<file path="config.mk">
export PLATFORM = sky130hd
export DESIGN_NAME = swm_rx_adapter
export DESIGN_NICKNAME = d
export VERILOG_FILES = /design/src/rtl/swm_pkg.sv /design/src/rtl/swm_rx_fifo.sv /design/src/rtl/swm_rx_adapter.sv
export SDC_FILE = /design/constraint.sdc
export NUM_CORES = 2
export LEC_CHECK = 0
export ABC_AREA = 1
export ABC_CLOCK_PERIOD_IN_PS = 13400
export CAP_MARGIN = 40
export CORE_AREA = 10 10 401 403
export DETAILED_ROUTE_END_ITERATION = 16
export DIE_AREA = 0 0 411 413
export GPL_ROUTABILITY_DRIVEN = 0
export HOLD_SLACK_MARGIN = 0.08
export PLACE_DENSITY = 0.84
export SYNTH_ARGS = -nofsm -noshare
export SYNTH_HDL_FRONTEND = slang
export SYNTH_SLANG_ARGS = --single-unit
</file>
<file path="constraint.sdc">
create_clock -name clk_in_clk -period 13.4 [get_ports clk_in_clk]
set_clock_uncertainty 0.05 [all_clocks]
set_input_delay 2.01 -clock clk_in_clk [delete_from_list [all_inputs] [get_ports clk_in_clk]]
set_output_delay 2.01 -clock clk_in_clk [all_outputs]
set_load 0.1 [all_outputs]
</file>
<file path="src/rtl/swm_pkg.sv">
// Shared types for the SerialLite III RX adapter: fill pattern,
// receive FSM states and the FIFO entry layout.
package swm_pkg;

    localparam logic [223:0] FILL_PATTERN = {28{8'hbc}};

    typedef enum logic [1:0] {
        IDLE,
        IN_PKT,
        DROP
    } rx_state_e;

    typedef struct packed {
        logic [31:0] data;
        logic        sop;
        logic        eop;
        logic        error;
    } rx_beat_t;

endpackage

</file>
<file path="src/rtl/swm_rx_fifo.sv">
// Show-ahead FIFO of rx beats; head is readable combinationally
// and occupancy is exported so the writer can reserve a slot.
module swm_rx_fifo
    import swm_pkg::*;
#(
    parameter int FIFO_DEPTH = 64
) (
    input  logic                          clk_i,
    input  logic                          rst_ni,
    input  logic                          push_i,
    input  rx_beat_t                      wdata_i,
    input  logic                          pop_i,
    output rx_beat_t                      rdata_o,
    output logic                          valid_o,
    output logic [$clog2(FIFO_DEPTH):0]   count_o
);

    localparam int AW = $clog2(FIFO_DEPTH);

    rx_beat_t       mem_q [FIFO_DEPTH];
    logic [AW:0]    wr_q, wr_d;
    logic [AW:0]    rd_q, rd_d;
    logic           full;
    logic           do_push;
    logic           do_pop;

    assign count_o = wr_q - rd_q;
    assign valid_o = (count_o != '0);
    assign full    = (count_o == (AW+1)'(FIFO_DEPTH));
    assign do_push = push_i && !full;
    assign do_pop  = pop_i && valid_o;
    assign rdata_o = mem_q[rd_q[AW-1:0]];

    // Advance pointers on accepted push/pop.
    always_comb begin
        wr_d = wr_q;
        rd_d = rd_q;
        if (do_push) wr_d = wr_q + 1'b1;
        if (do_pop)  rd_d = rd_q + 1'b1;
    end

    // Pointer registers; reset empties the FIFO.
    always_ff @(posedge clk_i or negedge rst_ni) begin
        if (!rst_ni) begin
            wr_q <= '0;
            rd_q <= '0;
        end else begin
            wr_q <= wr_d;
            rd_q <= rd_d;
        end
    end

    // Storage array; contents are meaningless while empty.
    always_ff @(posedge clk_i) begin
        if (do_push) mem_q[wr_q[AW-1:0]] <= wdata_i;
    end

endmodule

</file>
<file path="src/rtl/swm_rx_adapter.sv">
// SL3 RX burst to Avalon-ST packet adapter with framing FSM and stats.
// Optional fill-pattern check enabled by SWM_RX_PATTERN_CHECK_EN.
module swm_rx_adapter
    import swm_pkg::*;
#(
    parameter int FIFO_DEPTH = 64,
    parameter int CNT_W      = 16
) (
    input  logic             clk_in_clk,
    input  logic             reset_in_rst_n,
    input  logic [255:0]     data_rx,
    input  logic             valid_rx,
    input  logic             start_of_burst_rx,
    input  logic             end_of_burst_rx,
    input  logic [7:0]       sync_rx,
    input  logic [3:0]       error_rx,
    output logic [31:0]      avalonst_source_data,
    output logic             avalonst_source_valid,
    output logic             avalonst_source_startofpacket,
    output logic             avalonst_source_endofpacket,
    output logic             avalonst_source_error,
    input  logic             avalonst_source_ready,
    input  logic             clear_stats,
    output logic [CNT_W-1:0] overflow_count,
    output logic [CNT_W-1:0] framing_err_count,
    output logic [CNT_W-1:0] pattern_err_count,
    output logic [3:0]       link_err_sticky
);

    localparam int OCC_W = $clog2(FIFO_DEPTH) + 1;
    localparam logic [OCC_W-1:0] ROOM_LIM = OCC_W'(FIFO_DEPTH - 1);

    rx_state_e        state_q, state_d;
    rx_beat_t         wbeat;
    rx_beat_t         term;
    rx_beat_t         head;
    logic             push;
    logic             head_vld;
    logic             pop;
    logic [OCC_W-1:0] occ;
    logic             room;
    logic             pat_err;
    logic             beat_err;
    logic             ovf_inc;
    logic             frm_inc;
    logic             unused_bits;

    logic [CNT_W-1:0] ovf_cnt_q, ovf_cnt_d;
    logic [CNT_W-1:0] frm_cnt_q, frm_cnt_d;
    logic [3:0]       sticky_q, sticky_d;

    assign room     = (occ < ROOM_LIM);
    assign beat_err = (|error_rx) | pat_err;
    assign term     = '{data: 32'h0, sop: 1'b0, eop: 1'b1, error: 1'b1};

`ifdef SWM_RX_PATTERN_CHECK_EN
    logic [CNT_W-1:0] pat_cnt_q, pat_cnt_d;

    assign pat_err     = valid_rx && (data_rx[255:32] != FILL_PATTERN);
    assign unused_bits = ^sync_rx;

    // Saturating fill-pattern mismatch counter; clear wins.
    always_comb begin
        pat_cnt_d = pat_cnt_q;
        if (clear_stats)
            pat_cnt_d = '0;
        else if (pat_err && !(&pat_cnt_q))
            pat_cnt_d = pat_cnt_q + CNT_W'(1);
    end

    // Pattern counter register.
    always_ff @(posedge clk_in_clk or negedge reset_in_rst_n) begin
        if (!reset_in_rst_n) pat_cnt_q <= '0;
        else                 pat_cnt_q <= pat_cnt_d;
    end

    assign pattern_err_count = pat_cnt_q;
`else
    assign pat_err           = 1'b0;
    assign unused_bits       = ^{sync_rx, data_rx[255:32]};
    assign pattern_err_count = '0;
`endif

    // Framing FSM: decides push, terminator insertion and fault counts.
    always_comb begin
        state_d = state_q;
        push    = 1'b0;
        wbeat   = '0;
        ovf_inc = 1'b0;
        frm_inc = 1'b0;
        unique case (state_q)
            IDLE: begin
                if (valid_rx) begin
                    if (start_of_burst_rx) begin
                        if (room) begin
                            push  = 1'b1;
                            wbeat = '{data: data_rx[31:0], sop: 1'b1,
                                      eop: end_of_burst_rx,
                                      error: beat_err};
                            if (!end_of_burst_rx) state_d = IN_PKT;
                        end else begin
                            ovf_inc = 1'b1;
                            if (!end_of_burst_rx) state_d = DROP;
                        end
                    end else begin
                        frm_inc = 1'b1;
                    end
                end
            end
            IN_PKT: begin
                if (valid_rx) begin
                    if (start_of_burst_rx) begin
                        push    = 1'b1;
                        wbeat   = term;
                        frm_inc = 1'b1;
                        state_d = end_of_burst_rx ? IDLE : DROP;
                    end else if (room) begin
                        push  = 1'b1;
                        wbeat = '{data: data_rx[31:0], sop: 1'b0,
                                  eop: end_of_burst_rx,
                                  error: beat_err};
                        if (end_of_burst_rx) state_d = IDLE;
                    end else begin
                        push    = 1'b1;
                        wbeat   = term;
                        ovf_inc = 1'b1;
                        state_d = end_of_burst_rx ? IDLE : DROP;
                    end
                end
            end
            DROP: begin
                if (valid_rx && end_of_burst_rx) state_d = IDLE;
            end
            default: state_d = IDLE;
        endcase
    end

    // FSM state register.
    always_ff @(posedge clk_in_clk or negedge reset_in_rst_n) begin
        if (!reset_in_rst_n) state_q <= IDLE;
        else                 state_q <= state_d;
    end

    // Saturating counters and sticky link errors; clear wins.
    always_comb begin
        ovf_cnt_d = ovf_cnt_q;
        frm_cnt_d = frm_cnt_q;
        sticky_d  = sticky_q | error_rx;
        if (clear_stats) begin
            ovf_cnt_d = '0;
            frm_cnt_d = '0;
            sticky_d  = '0;
        end else begin
            if (ovf_inc && !(&ovf_cnt_q))
                ovf_cnt_d = ovf_cnt_q + CNT_W'(1);
            if (frm_inc && !(&frm_cnt_q))
                frm_cnt_d = frm_cnt_q + CNT_W'(1);
        end
    end

    // Status registers.
    always_ff @(posedge clk_in_clk or negedge reset_in_rst_n) begin
        if (!reset_in_rst_n) begin
            ovf_cnt_q <= '0;
            frm_cnt_q <= '0;
            sticky_q  <= '0;
        end else begin
            ovf_cnt_q <= ovf_cnt_d;
            frm_cnt_q <= frm_cnt_d;
            sticky_q  <= sticky_d;
        end
    end

    assign overflow_count    = ovf_cnt_q;
    assign framing_err_count = frm_cnt_q;
    assign link_err_sticky   = sticky_q;

    swm_rx_fifo #(
        .FIFO_DEPTH (FIFO_DEPTH)
    ) u_fifo (
        .clk_i   (clk_in_clk),
        .rst_ni  (reset_in_rst_n),
        .push_i  (push),
        .wdata_i (wbeat),
        .pop_i   (pop),
        .rdata_o (head),
        .valid_o (head_vld),
        .count_o (occ)
    );

    assign pop = head_vld && avalonst_source_ready;

    // Source side is forced low while the FIFO is empty.
    assign avalonst_source_valid         = head_vld;
    assign avalonst_source_data          = head_vld ? head.data : '0;
    assign avalonst_source_startofpacket = head_vld && head.sop;
    assign avalonst_source_endofpacket   = head_vld && head.eop;
    assign avalonst_source_error         = head_vld && head.error;

endmodule

</file>
==> impl_metrics.tcl <==
set metrics [dict create \
    run_status "finished clean" \
    crit_path_end_kind "output port" \
    netlist_area_um2 92500 \
    final_core_util_pct 67.9 \
    synth_cells 7450 \
    path_class "reg -> out" \
    maxSlewHeadroom_pct 8.06 \
    grt_util_all_layers_pct 31.2 \
    pin_count_of_the_biggest_net_entering_global_routing 249 \
    post-route-cell-area_um2 104000 \
    fmaxAchievable_mhz 113 \
    timing.final.crit_share_pct 66.3 \
    hold_path_class "reg -> reg" \
    total_leakage_power_uw 0.0347 \
    num_vias 65900 \
    clk_root_buffer_cell "clkbuf_16" \
    width_of_the_die_um 411 \
    htree_num_levels 4 \
    placed_area_um2 97600 \
    fillers 9173 \
    max-clock-path-buffers 3 \
    area_growth_pct 12.4 \
    critPathMostFrequentCell "nor2_1" \
    synth_enable_flop_cells 2240 \
    total_clock_buffers_created_by_cts 204 \
    yosysSeqAreaShare_pct 74.2 \
    netlist_top_cells_area "edfxtp_1, nand2_1, nand3_1" \
    critPathBufInv 6 \
    timing.critical_path.from "u_fifo.rd_q[0]" \
    drive_above_1_share_pct 8.35 \
    peak_supply_drop_mv 0.577 \
    floorplan.initialDensity_pct 60.4 \
    route.antenna.remaining_nets 0 \
    global_route_wire_length_before_repair_um 397000 \
    post_cts_resized 0 \
    critical_path.startpoint_type "flop" \
    detailed_place_hpwl_um 135000 \
    remaining_drc_errors 0 \
    rsz0062_at_grt "no" \
    dp_cells 9361 \
    avgRoutedWirePerCell_um 28.1 \
    first_global_vias 64800 \
    worst_ep_required_time_ns 11.34 \
    p_per_area_nw_per_um2 221 \
    cts_tree "done" \
    via_per_inst 6.76 \
    period_needed_ns 8.88 \
    finalSetupViolCount 0 \
    count_of_warnings_emitted_by_yosys 0 \
    finalNonFillerCells 9737 \
    postSynthRegisterBits 2292 \
    drt_pass1_iterations 7 \
    remaining_global_route_overflow 0 \
    io-pin-count 363 \
    yosysUniqueCellTypes 46 \
    min_from "link_err_sticky[0]" \
    cell_with_the_largest_stage_delay_on_the_worst_path "dfrtp_4" \
    insertion_delay_to_the_later_sink_of_the_worst_skew_pair_ns 0.86 \
    cts.sink_count 2292 \
    placeableCoreArea_um2 153000 \
    maximum_single_stage_delay_on_the_critical_path_ns 0.79 \
    synthArstFlopShare_pct 2.27 \
    port_buffers 114 \
    critPathMaxFanout 181 \
    hold_violations 0 \
    synth.avg_cell_area_um2 12.4 \
    worst-slew-pin-transition_ns 1.38 \
    timing.setup.tns_ns 0 \
    design.final.nets 7810 \
    synthMostInstantiatedCell "edfxtp_1" \
    floorplan.die.height_um 413 \
    crit_chain "inv_8 -> buf_12 -> buf_4 -> buf_12 -> nand2_1 -> nand3_1 -> o221ai_1 -> nand2_1 -> nand3_1 -> nor2_1 -> nor2_1 -> nor2_1 -> clkdlybuf4s50_1 -> buf_8" \
    detail_route.wirelength_um 273000 \
    drt-initial-drc-count 12300 \
    synth.cells.most_frequent "edfxtp_1, nand2_1, nand3_1" \
    setup.reg_to_reg.worst_slack_ns 7.18 \
    prevailing_post_synth_register_cell "edfxtp_1" \
    clock_transition_at_the_registers_of_the_reported_paths_ns 0.06 \
    cp_data_arrival_time_ns 6.82 \
    yosys.area.top_type "edfxtp_1" \
    max_cap_viol_count 0 \
    postCtsHoldBufs 0 \
    grt_antenna_before_repair 14 \
    placementRows 144 \
    reg2reg_from "u_fifo.rd_q[1]" \
    synth.top_cell.area_share_pct 72.8 \
    die_area_um2 170000 \
    post-cts-setup-buffers 0 \
    finalMaxSlewViolations 0 \
    crit_family "buffers and inverters" \
]
[report_power, final]
group / internal (uW) / switching [uW] / total [uW] / leakage [uW]
registers: 7850 / 151 / 8000 / 0.0183
clock network: 3100 / 2560 / 5660 / 0.00306
logic: 2580 / 6680 / 9260 / 0.0134
[metal layers]
| layer | vias up | routed length, um | GRT usage, % |
|---|---|---|---|
| met5 | - | 127 | 0 |
| met4 | 16 | 20000 | 19.9 |
| met3 | 1366 | 45100 | 10.3 |
| met2 | 6265 | 124000 | 48.3 |
| met1 | 31200 | 84300 | 37.9 |
| li1 | 27000 | - | - |
[final timing paths]
kind / endpoint / cells after the start
hold reg to reg: link_err_sticky[0] / 2
hold / removal: link_err_sticky[0] / 2
setup / recovery: avalonst_source_data[3] / 14
max in group asynchronous: u_fifo.rd_q[2] / 2
setup reg to reg: u_fifo.mem_q[42][29] / 15
min in group asynchronous: framing_err_count[6] / 2
[per-stage QoR]
step | setup WS (ns) | hold WS [ns] | power [uW]
CTS | 4.83 | 0.481 | 22500
detailed placement | 5.74 | 0.442 | 16900
floorplan | 7.57 | 0.449 | 13700
global route | 4.38 | 0.522 | 23600
global placement | 5.26 | 0.426 | 15900
finish | 4.52 | 0.494 | 22900
[final cells by class]
type / count / area, um^2 / area share (%)
Multi-Input combinational cell: 4604 / 22100 / 21.3
Inverter: 75 / 314 / 0.302
Clock inverter: 100 / 778 / 0.749
Clock buffer: 271 / 5530 / 5.32
Tap cell: 2044 / 2560 / 2.46
Timing Repair Buffer: 347 / 4070 / 3.91
Sequential cell: 2292 / 68600 / 66.0
Antenna cell: 4 / 10.0 / 0.00963
[registers in the layout, indices dropped and copies added, names as in the netlist]
| name | flops |
|---|---|
| framing_err_count | 16 |
| state_q | 2 |
| overflow_count | 16 |
| u_fifo.mem_q | 2240 |
| u_fifo.wr_q | 7 |
| link_err_sticky | 4 |
| u_fifo.rd_q | 7 |
[worst reg2reg max path: cells and delay by family (launching register included)]
family	cells	cell delay [ns]
flops	1	0.97
buf+inv	4	1.75
fa+ha+maj	1	0.60
simple gates	10	2.48
[kinds of logic after synthesis]
group           after synthesis  share of synthesized area, %
xor+xnor                     27                         0.256
fa+ha+maj                    11                         0.157
other cells                   1                       0.00406
compound gates             1066                          6.89
buf+inv                     569                          2.81
simple gates               3484                          15.7
flops                      2292                          74.2
[cells in the final DEF (no fill, tap or decap), types with 15 or more instances in the layout]
master,synthesis,final
edfxtp_1,2240,2240
nand2_1,2212,2210
nand3_1,938,938
a21oi_1,671,671
clkbuf_16,0,211
nor2_1,274,176
buf_4,24,142
clkdlybuf4s50_1,0,113
a22o_1,105,105
nor2_4,0,97
o221ai_1,96,96
o21ai_0,73,73
a22oi_1,63,63
inv_1,67,60
clkbuf_1,142,58
clkinv_1,3,55
dfrtp_1,52,48
buf_8,0,44
buf_16,0,35
clkinv_2,0,26
xor2_1,24,24
a211oi_1,19,19
o211ai_1,17,17
conb_1,1,16
nor3_1,15,15
No activity file was read; power rests on OpenSTA's default activity.
